<file path="src/rtl/run_len_detector.sv">
// Run-length detector: flags runs of run_len identical accepted bits, with polarity
// filtering, saturating run/hit counters and synchronous clear. RUN_LEN_DETECTOR_PULSE_EN makes out a match-entry pulse.
module run_len_detector #(
   parameter int CNT_W = 4,
   parameter int HIT_W = 8
) (
   input  logic             clk,
   input  logic             reset,
   input  logic             clear,
   input  logic             in,
   input  logic             in_valid,
   input  logic [1:0]       mode,
   input  logic [CNT_W-1:0] run_len,
   output logic             out,
   output logic             out_bit,
   output logic [CNT_W-1:0] run_cnt,
   output logic [HIT_W-1:0] hit_cnt
);

   localparam logic [CNT_W-1:0] RUN_ZERO = {CNT_W{1'b0}};
   localparam logic [CNT_W-1:0] RUN_ONE  = {{(CNT_W-1){1'b0}}, 1'b1};
   localparam logic [CNT_W-1:0] RUN_MAX  = {CNT_W{1'b1}};
   localparam logic [HIT_W-1:0] HIT_ZERO = {HIT_W{1'b0}};
   localparam logic [HIT_W-1:0] HIT_ONE  = {{(HIT_W-1){1'b0}}, 1'b1};
   localparam logic [HIT_W-1:0] HIT_MAX  = {HIT_W{1'b1}};

   logic             match_q, match_d;
   logic             out_bit_q, out_bit_d;
   logic [CNT_W-1:0] run_cnt_q, run_cnt_d;
   logic [HIT_W-1:0] hit_cnt_q, hit_cnt_d;
   logic             pulse_q, pulse_d;

   logic [CNT_W-1:0] run_cnt_nxt_s;
   logic             polarity_ok_s;
   logic             match_nxt_s;
   logic             entry_s;

   // Candidate next run length and match decision for the sample on the input.
   always_comb begin
      run_cnt_nxt_s = RUN_ONE;
      if ((run_cnt_q != RUN_ZERO) && (in == out_bit_q)) begin
         if (run_cnt_q == RUN_MAX) begin
            run_cnt_nxt_s = RUN_MAX;
         end else begin
            run_cnt_nxt_s = run_cnt_q + RUN_ONE;
         end
      end else begin
         run_cnt_nxt_s = RUN_ONE;
      end

      case (mode)
         2'b00:   polarity_ok_s = 1'b1;
         2'b01:   polarity_ok_s = in;
         2'b10:   polarity_ok_s = ~in;
         default: polarity_ok_s = 1'b0;
      endcase

      match_nxt_s = (run_len != RUN_ZERO) && (run_cnt_nxt_s >= run_len) && polarity_ok_s;
      // Entry is tracked on the level flag so hit counting is build-independent.
      entry_s     = in_valid & ~clear & ~match_q & match_nxt_s;
   end

   // Next-state: clear wins, accepted samples update, otherwise everything holds.
   always_comb begin
      match_d   = match_q;
      out_bit_d = out_bit_q;
      run_cnt_d = run_cnt_q;
      hit_cnt_d = hit_cnt_q;
      pulse_d   = entry_s;
      if (clear) begin
         match_d   = 1'b0;
         out_bit_d = 1'b0;
         run_cnt_d = RUN_ZERO;
         hit_cnt_d = HIT_ZERO;
      end else if (in_valid) begin
         match_d   = match_nxt_s;
         out_bit_d = in;
         run_cnt_d = run_cnt_nxt_s;
         if (entry_s && (hit_cnt_q != HIT_MAX)) begin
            hit_cnt_d = hit_cnt_q + HIT_ONE;
         end else begin
            hit_cnt_d = hit_cnt_q;
         end
      end else begin
         match_d   = match_q;
         out_bit_d = out_bit_q;
         run_cnt_d = run_cnt_q;
         hit_cnt_d = hit_cnt_q;
      end
   end

   // State registers with asynchronous active-low reset.
   always_ff @(posedge clk or negedge reset) begin
      if (!reset) begin
         match_q   <= 1'b0;
         out_bit_q <= 1'b0;
         run_cnt_q <= RUN_ZERO;
         hit_cnt_q <= HIT_ZERO;
         pulse_q   <= 1'b0;
      end else begin
         match_q   <= match_d;
         out_bit_q <= out_bit_d;
         run_cnt_q <= run_cnt_d;
         hit_cnt_q <= hit_cnt_d;
         pulse_q   <= pulse_d;
      end
   end

`ifdef RUN_LEN_DETECTOR_PULSE_EN
   assign out = pulse_q;
   logic unused_match_s;
   assign unused_match_s = match_q;
`else
   assign out = match_q;
   logic unused_pulse_s;
   assign unused_pulse_s = pulse_q;
`endif
   assign out_bit = out_bit_q;
   assign run_cnt = run_cnt_q;
   assign hit_cnt = hit_cnt_q;

endmodule

</file>
<file path="config.mk">
export PLATFORM = sky130hd
export DESIGN_NAME = run_len_detector
export DESIGN_NICKNAME = d
export VERILOG_FILES = /design/src/rtl/run_len_detector.sv
export SDC_FILE = /design/constraint.sdc
export NUM_CORES = 1
export LEC_CHECK = 0
export BUFFER_PORTS_ARGS = -buffer_cell sky130_fd_sc_hd__buf_2
export CORE_UTILIZATION = 46
export CTS_CLUSTER_DIAMETER = 120
export DETAILED_ROUTE_END_ITERATION = 10
export PLACE_DENSITY = 0.8
export SYNTH_ARGS = -nofsm -noshare
export SYNTH_HDL_FRONTEND = slang
export SYNTH_SLANG_ARGS = --single-unit
export TNS_END_PERCENT = 50
</file>
<file path="constraint.sdc">
create_clock -name clk -period 2.65 [get_ports clk]
set_input_delay 0 -clock clk [delete_from_list [all_inputs] [get_ports clk]]
set_output_delay 0 -clock clk [all_outputs]
set_load 0.05 [all_outputs]
</file>
=== Word level (Yosys, flattened, before mapping) ===
Index checks and enable logic that the tools add are counted.

* Register bits after elaboration: 14
* Input bits: 11
* Output and inout port bits: 14
* Logic and storage cells: 40

* Add/sub/neg operators: 2
* Order comparisons: 1
* Equality and inequality tests: 5
* Muxes and demuxes: 12
* Bitwise logic cells: 6
* Reduce and logical (&&, ||, !) cells: 10

{| class="wikitable"
|+ Operator list
! operator !! count
|-
| 8-bit two-way mux || 3
|-
| 4-bit two-way mux || 4
|-
| 8-bit by 1-bit adder with 8-bit output (second input constant) || 1
|-
| 8-bit != test (second input constant) || 1
|-
| 4-bit nonzero test || 2
|-
| 4-bit by 1-bit adder with 4-bit output (second input constant) || 1
|-
| 4-bit equality test (second input constant) || 1
|-
| 4-bit greater-or-equal comparator || 1
|-
| 1-bit logical AND || 4
|-
| 1-bit two-way mux || 4
|-
| 2-bit nonzero test || 2
|-
| 1-bit bitwise AND || 3
|-
| 1-bit NOT || 3
|-
| 1-bit one-hot mux with 3 select lines || 1
|-
| 2-bit by 1-bit equality test with 1-bit output (second input constant) || 1
|-
| 2-bit equality test (second input constant) || 1
|-
| 2-bit zero test || 1
|-
| 2-bit AND reduction || 1
|-
| 1-bit equality test || 1
|}

=== Depth between registers and ports, before layout ===
* Word-level depth: 11
* Mapped depth: 11
* Gate-level depth less buffers: 10

=== Least setup slack after synthesis ===
No wires, ideal clock.

* Path kind: register to register
* From: register run_cnt_q[0], in the netlist run_cnt[0]
* To: register hit_cnt_q[0], in the netlist hit_cnt[0]
* Setup time: 0.132 ns
* Arrival: 2.921 ns
* Data required time: 2.518 ns
* Path slack: -0.403 ns
* Stages on the path, launching flop included: 12
* Path buffers: 1
* Period minus slack after synthesis: 3.053 ns
* Path through: dfrtp_1 inv_1 ha_1 a21o_1 a311oi_1 ha_1 nand2b_1 a2111oi_0 nand4bb_4 buf_4 xor2_1 nor2_1

* Longest elaborated chain between the ends: 10
* Elaborated cells on any way between the ends: 13
* Classes of those cells: 1 x add/sub; 1 x order compare; 1 x eq/ne; 2 x mux; 1 x bitwise; 7 x reduce/logical

{| class="wikitable"
|+ Ends and longest elaborated chain
! item !! line !! RTL
|-
| start, declared || 29 || <nowiki>logic [CNT_W-1:0] run_cnt_q, run_cnt_d;</nowiki>
|-
| start signal, assigned || 103 || <nowiki>run_cnt_q <= run_cnt_d;</nowiki>
|-
| 4-bit by 1-bit adder with 4-bit output, or another cell as far along || 45 || <nowiki>run_cnt_nxt_s = run_cnt_q + RUN_ONE;</nowiki>
|-
| 4-bit two-way mux / 1-bit logical AND (equally long branches) || 42, 41 ||
|-
| 4-bit two-way mux (*) || 41 || <nowiki>if ((run_cnt_q != RUN_ZERO) && (in == out_bit_q)) begin</nowiki>
|-
| 4-bit greater-or-equal comparator (*) || 58 || <nowiki>match_nxt_s = (run_len != RUN_ZERO) && (run_cnt_nxt_s >= run_len) && polarity_ok_s;</nowiki>
|-
| 1-bit logical AND (*) (2 in series) || 58 ||
|-
| 1-bit bitwise AND (*) || 60 || <nowiki>entry_s = in_valid & ~clear & ~match_q & match_nxt_s;</nowiki>
|-
| 1-bit logical AND (*) || 79 || <nowiki>if (entry_s && (hit_cnt_q != HIT_MAX)) begin</nowiki>
|-
| 2-bit nonzero test (no source line) (*) || -- ||
|-
| 2-bit AND reduction (no source line) (*) || -- ||
|-
| end signal, assigned || 104 || <nowiki>hit_cnt_q <= hit_cnt_d;</nowiki>
|-
| end, declared || 30 || <nowiki>logic [HIT_W-1:0] hit_cnt_q, hit_cnt_d;</nowiki>
|}

Mark *: on every way between the ends. The rest lies on a longest branch, timed or not.
A chain may end at the register's enable or synchronous reset.

=== Worst setup path after layout ===
Ends and elaborated chain as after synthesis.

==> impl_metrics.ini <==
[status]
status = complete, no violations

[synthesis]
synth-edff-count = 0
synthDistinctLibCells = 28
synth_top_area_share_pct = 38.4
syn_nets = 116
syn-cell-area_um2 = 912
postSynthAreaPerCell_um2 = 9.31
yosysWarnings = 0
ys_seq_area_share_pct = 38.4
yosys.area.top_type = dfrtp_1
synthArstFlopShare_pct = 100
ys.flop_type = dfrtp_1
ys_ff_latch = 14
syn_inst = 98
netlist_top_cells_area = dfrtp_1 38%, ha_1 9.6%, mux2i_1 5.5%, nor2_1 4.9%, a21oi_1 4.4%

[layout]
multiInputGateArea_um2 = 643
drive_gt1_share_pct = 41.4
final_cell_mix = 24 x buf_2, 11 x nor2_1, 9 x dfrtp_1, 8 x a21oi_1
final_common_cell = buf_2
fin_nets = 147
area.sequential_um2 = 357
post-route-cell-area_um2 = 1250
syn_to_final_growth_pct = 37.4
diodes = 0
nFillCells = 140

[sta]
timing.hold.ws_ns = 0.0116
period_minus_slack_ns = 2.64
period_share_pct = 99.5
rsz0062_at_grt = yes
timing.fmax_mhz = 379
slew_headroom_pct = 68.3
fin_skew_ns = 0.00433
setup_viol = 0
hold_viol_final = 0
drv_slew = 0
tightest_slew_ns = 0.472

[hold_path]
worstHoldStart = in
hold_class = primary input to flip-flop

[power]
p_leak_nw = 0.558
power_density_nw_per_um2 = 372
ir_worst_vdd_v = 0.000245

[clock_tree]
clock_latency_ns = 0.29
cts_tree = yes
cts.clk_slew.worst_paths_ns = 0.09
clock-sinks = 14
clk_path_buf_depth = 2
cts_made_buffers = 3
clockRootBuffer = clkbuf_4
htreeDepth = 1

[die]
rows = 15
die_h_um = 46.5
io_pins = 25
core_area_um2 = 1780
start_util_pct = 51.2
dieWidth_um = 46.5
die_area_um2 = 2170

[global_route]
grt_use_total_pct = 21.1
grt_max_degree = 15
grt_pass1_vias = 720
antenna_found_initial = 0
met2_usage_pct = 35.8
grt_first_pass_wirelength_mm = 3.10
gr-max-usage-layer = met2
grt.met3_usage_pct = 4.71
grt_overflow_total = 0
use_met1_pct = 24.4

[critical_path]
start_kind = flip-flop
crit_fanout = 7
crit_start = run_cnt[0]$_DFFE_PN0P_
arrival_ns = 2.81
timing.rr.start = run_cnt[0]$_DFFE_PN0P_
required_ns = 2.82
path_class = flip-flop to flip-flop
end_kind = flip-flop

[detailed_routing]
totalWireLength_mm = 2.38
drcViolationCount = 0
vias = 877
ant_nets = 0
wl_per_cell_um = 15.5
viasPerCell = 5.73
drt-pass1-iter-count = 4
drt_iter0_drc = 25

[placed_design]
place_area_um2 = 1060
gp_congestion = 0.796
port_buffers = 24
post-dp-hpwl_mm = 1.53

[run]
cap_violations = 0
## metal layers
layer | part of all wire (%) | vias up
met2 | 52 | 25
met3 | 3.0 | 7
met4 | 2.4 | 0
li1 | - | 423
met1 | 43 | 422
met5 | 0 | -
## flip-flops by register name, summed over array words and instances (netlist names)
register / flops
hit_cnt: 8
run_cnt: 4
out: 1
out_bit: 1
## cell type report
| class | count | share of cell area [%] |
|---|---|---|
| clock buffers | 4 | 2.89 |
| inverters | 7 | 2.10 |
| multi-input cells | 74 | 51.3 |
| flip-flops and latches | 14 | 28.4 |
| well taps | 25 | 2.50 |
| repair buffers | 29 | 12.8 |
## cells in the mapped netlist (2+ instances only)
cell	number
mux2i_1	5
nand3_1	4
inv_1	7
nand2_1	5
buf_4	2
clkbuf_1	2
ha_1	7
o31ai_1	3
a21oi_1	8
o21ai_0	3
dfrtp_1	14
or4_1	3
a31oi_1	2
or3_1	3
nor4_1	2
and3_1	2
nor3_1	3
xor2_1	2
nor2_1	12
## repair_timing
item                                   in CTS  in global routing
pin swaps                                   3                 12
setup endpoints to repair                   2                  8
endpoints found under the hold margin      14                  0
resized for setup                           2                 14
setup buffers                               0                  4
hold buffers                                1                  0
cloned                                      0                  1
## critical path: stages, from the launching register on
cell and delay [ns]:
dfrtp_2 0.42, inv_2 0.07, ha_4 0.16, a21o_4 0.24, a311oi_4 0.30, ha_1 0.28, nand2b_4 0.15, a2111oi_4 0.41
nand4bb_4 0.27, xor2_1 0.15, nor2_1 0.07
## worst paths after layout
kind                                               end  slack, ns  cells after the start
worst max-delay path            hit_cnt[0]$_DFFE_PN0P_       0.01                     10
worst max register to register  hit_cnt[0]$_DFFE_PN0P_       0.01                     10
worst min register to register     out_bit$_DFFE_PN0P_       0.56                      2
worst min-delay path               out_bit$_DFFE_PN0P_       0.01                      3
max in group asynchronous       run_cnt[1]$_DFFE_PN0P_       2.24                      2
min in group asynchronous       hit_cnt[2]$_DFFE_PN0P_       0.13                      2
## through the flow
| stage | total power (W) | TNS (ns) | worst slack (ns) | util (%) | std cells |
|---|---|---|---|---|---|
| 6_report | 0.000466 | 0 | 0.0126 | 70.3 | 153 |
| 5_1_grt | 0.000488 | -0.318 | -0.0787 | 70.3 | 153 |
| 4_1_cts | 0.000453 | 0 | 0.00477 | 62.6 | 148 |
| 3_5_place_dp | 0.000289 | -0.0570 | -0.0306 | 59.4 | 143 |
| 3_3_place_gp | 0.000286 | 0 | 0.0582 | 59.4 | 143 |
| 2_1_floorplan | 0.000267 | 0 | 0.00125 | - | 98 |
## power by group
part	internal (W)	leakage, nW	switching [W]
logic	0.0000378	0.351	0.0000488
registers	0.000217	0.186	0.00000402
clock network	0.0000837	0.0210	0.0000749
total	0.000338	0.558	0.000128
## kinds of logic after synthesis
| family | synth area share [%] |
|---|---|
| AOI/OAI and AO/OA | 16.6 |
| DFF | 38.4 |
| and+or+nand+nor | 22.6 |
| buffers and inverters | 5.35 |
| adders and majority gates | 9.60 |
| muxes | 5.49 |
| xor gates and xnor gates | 1.92 |
(Power assumes the default switching activity.)
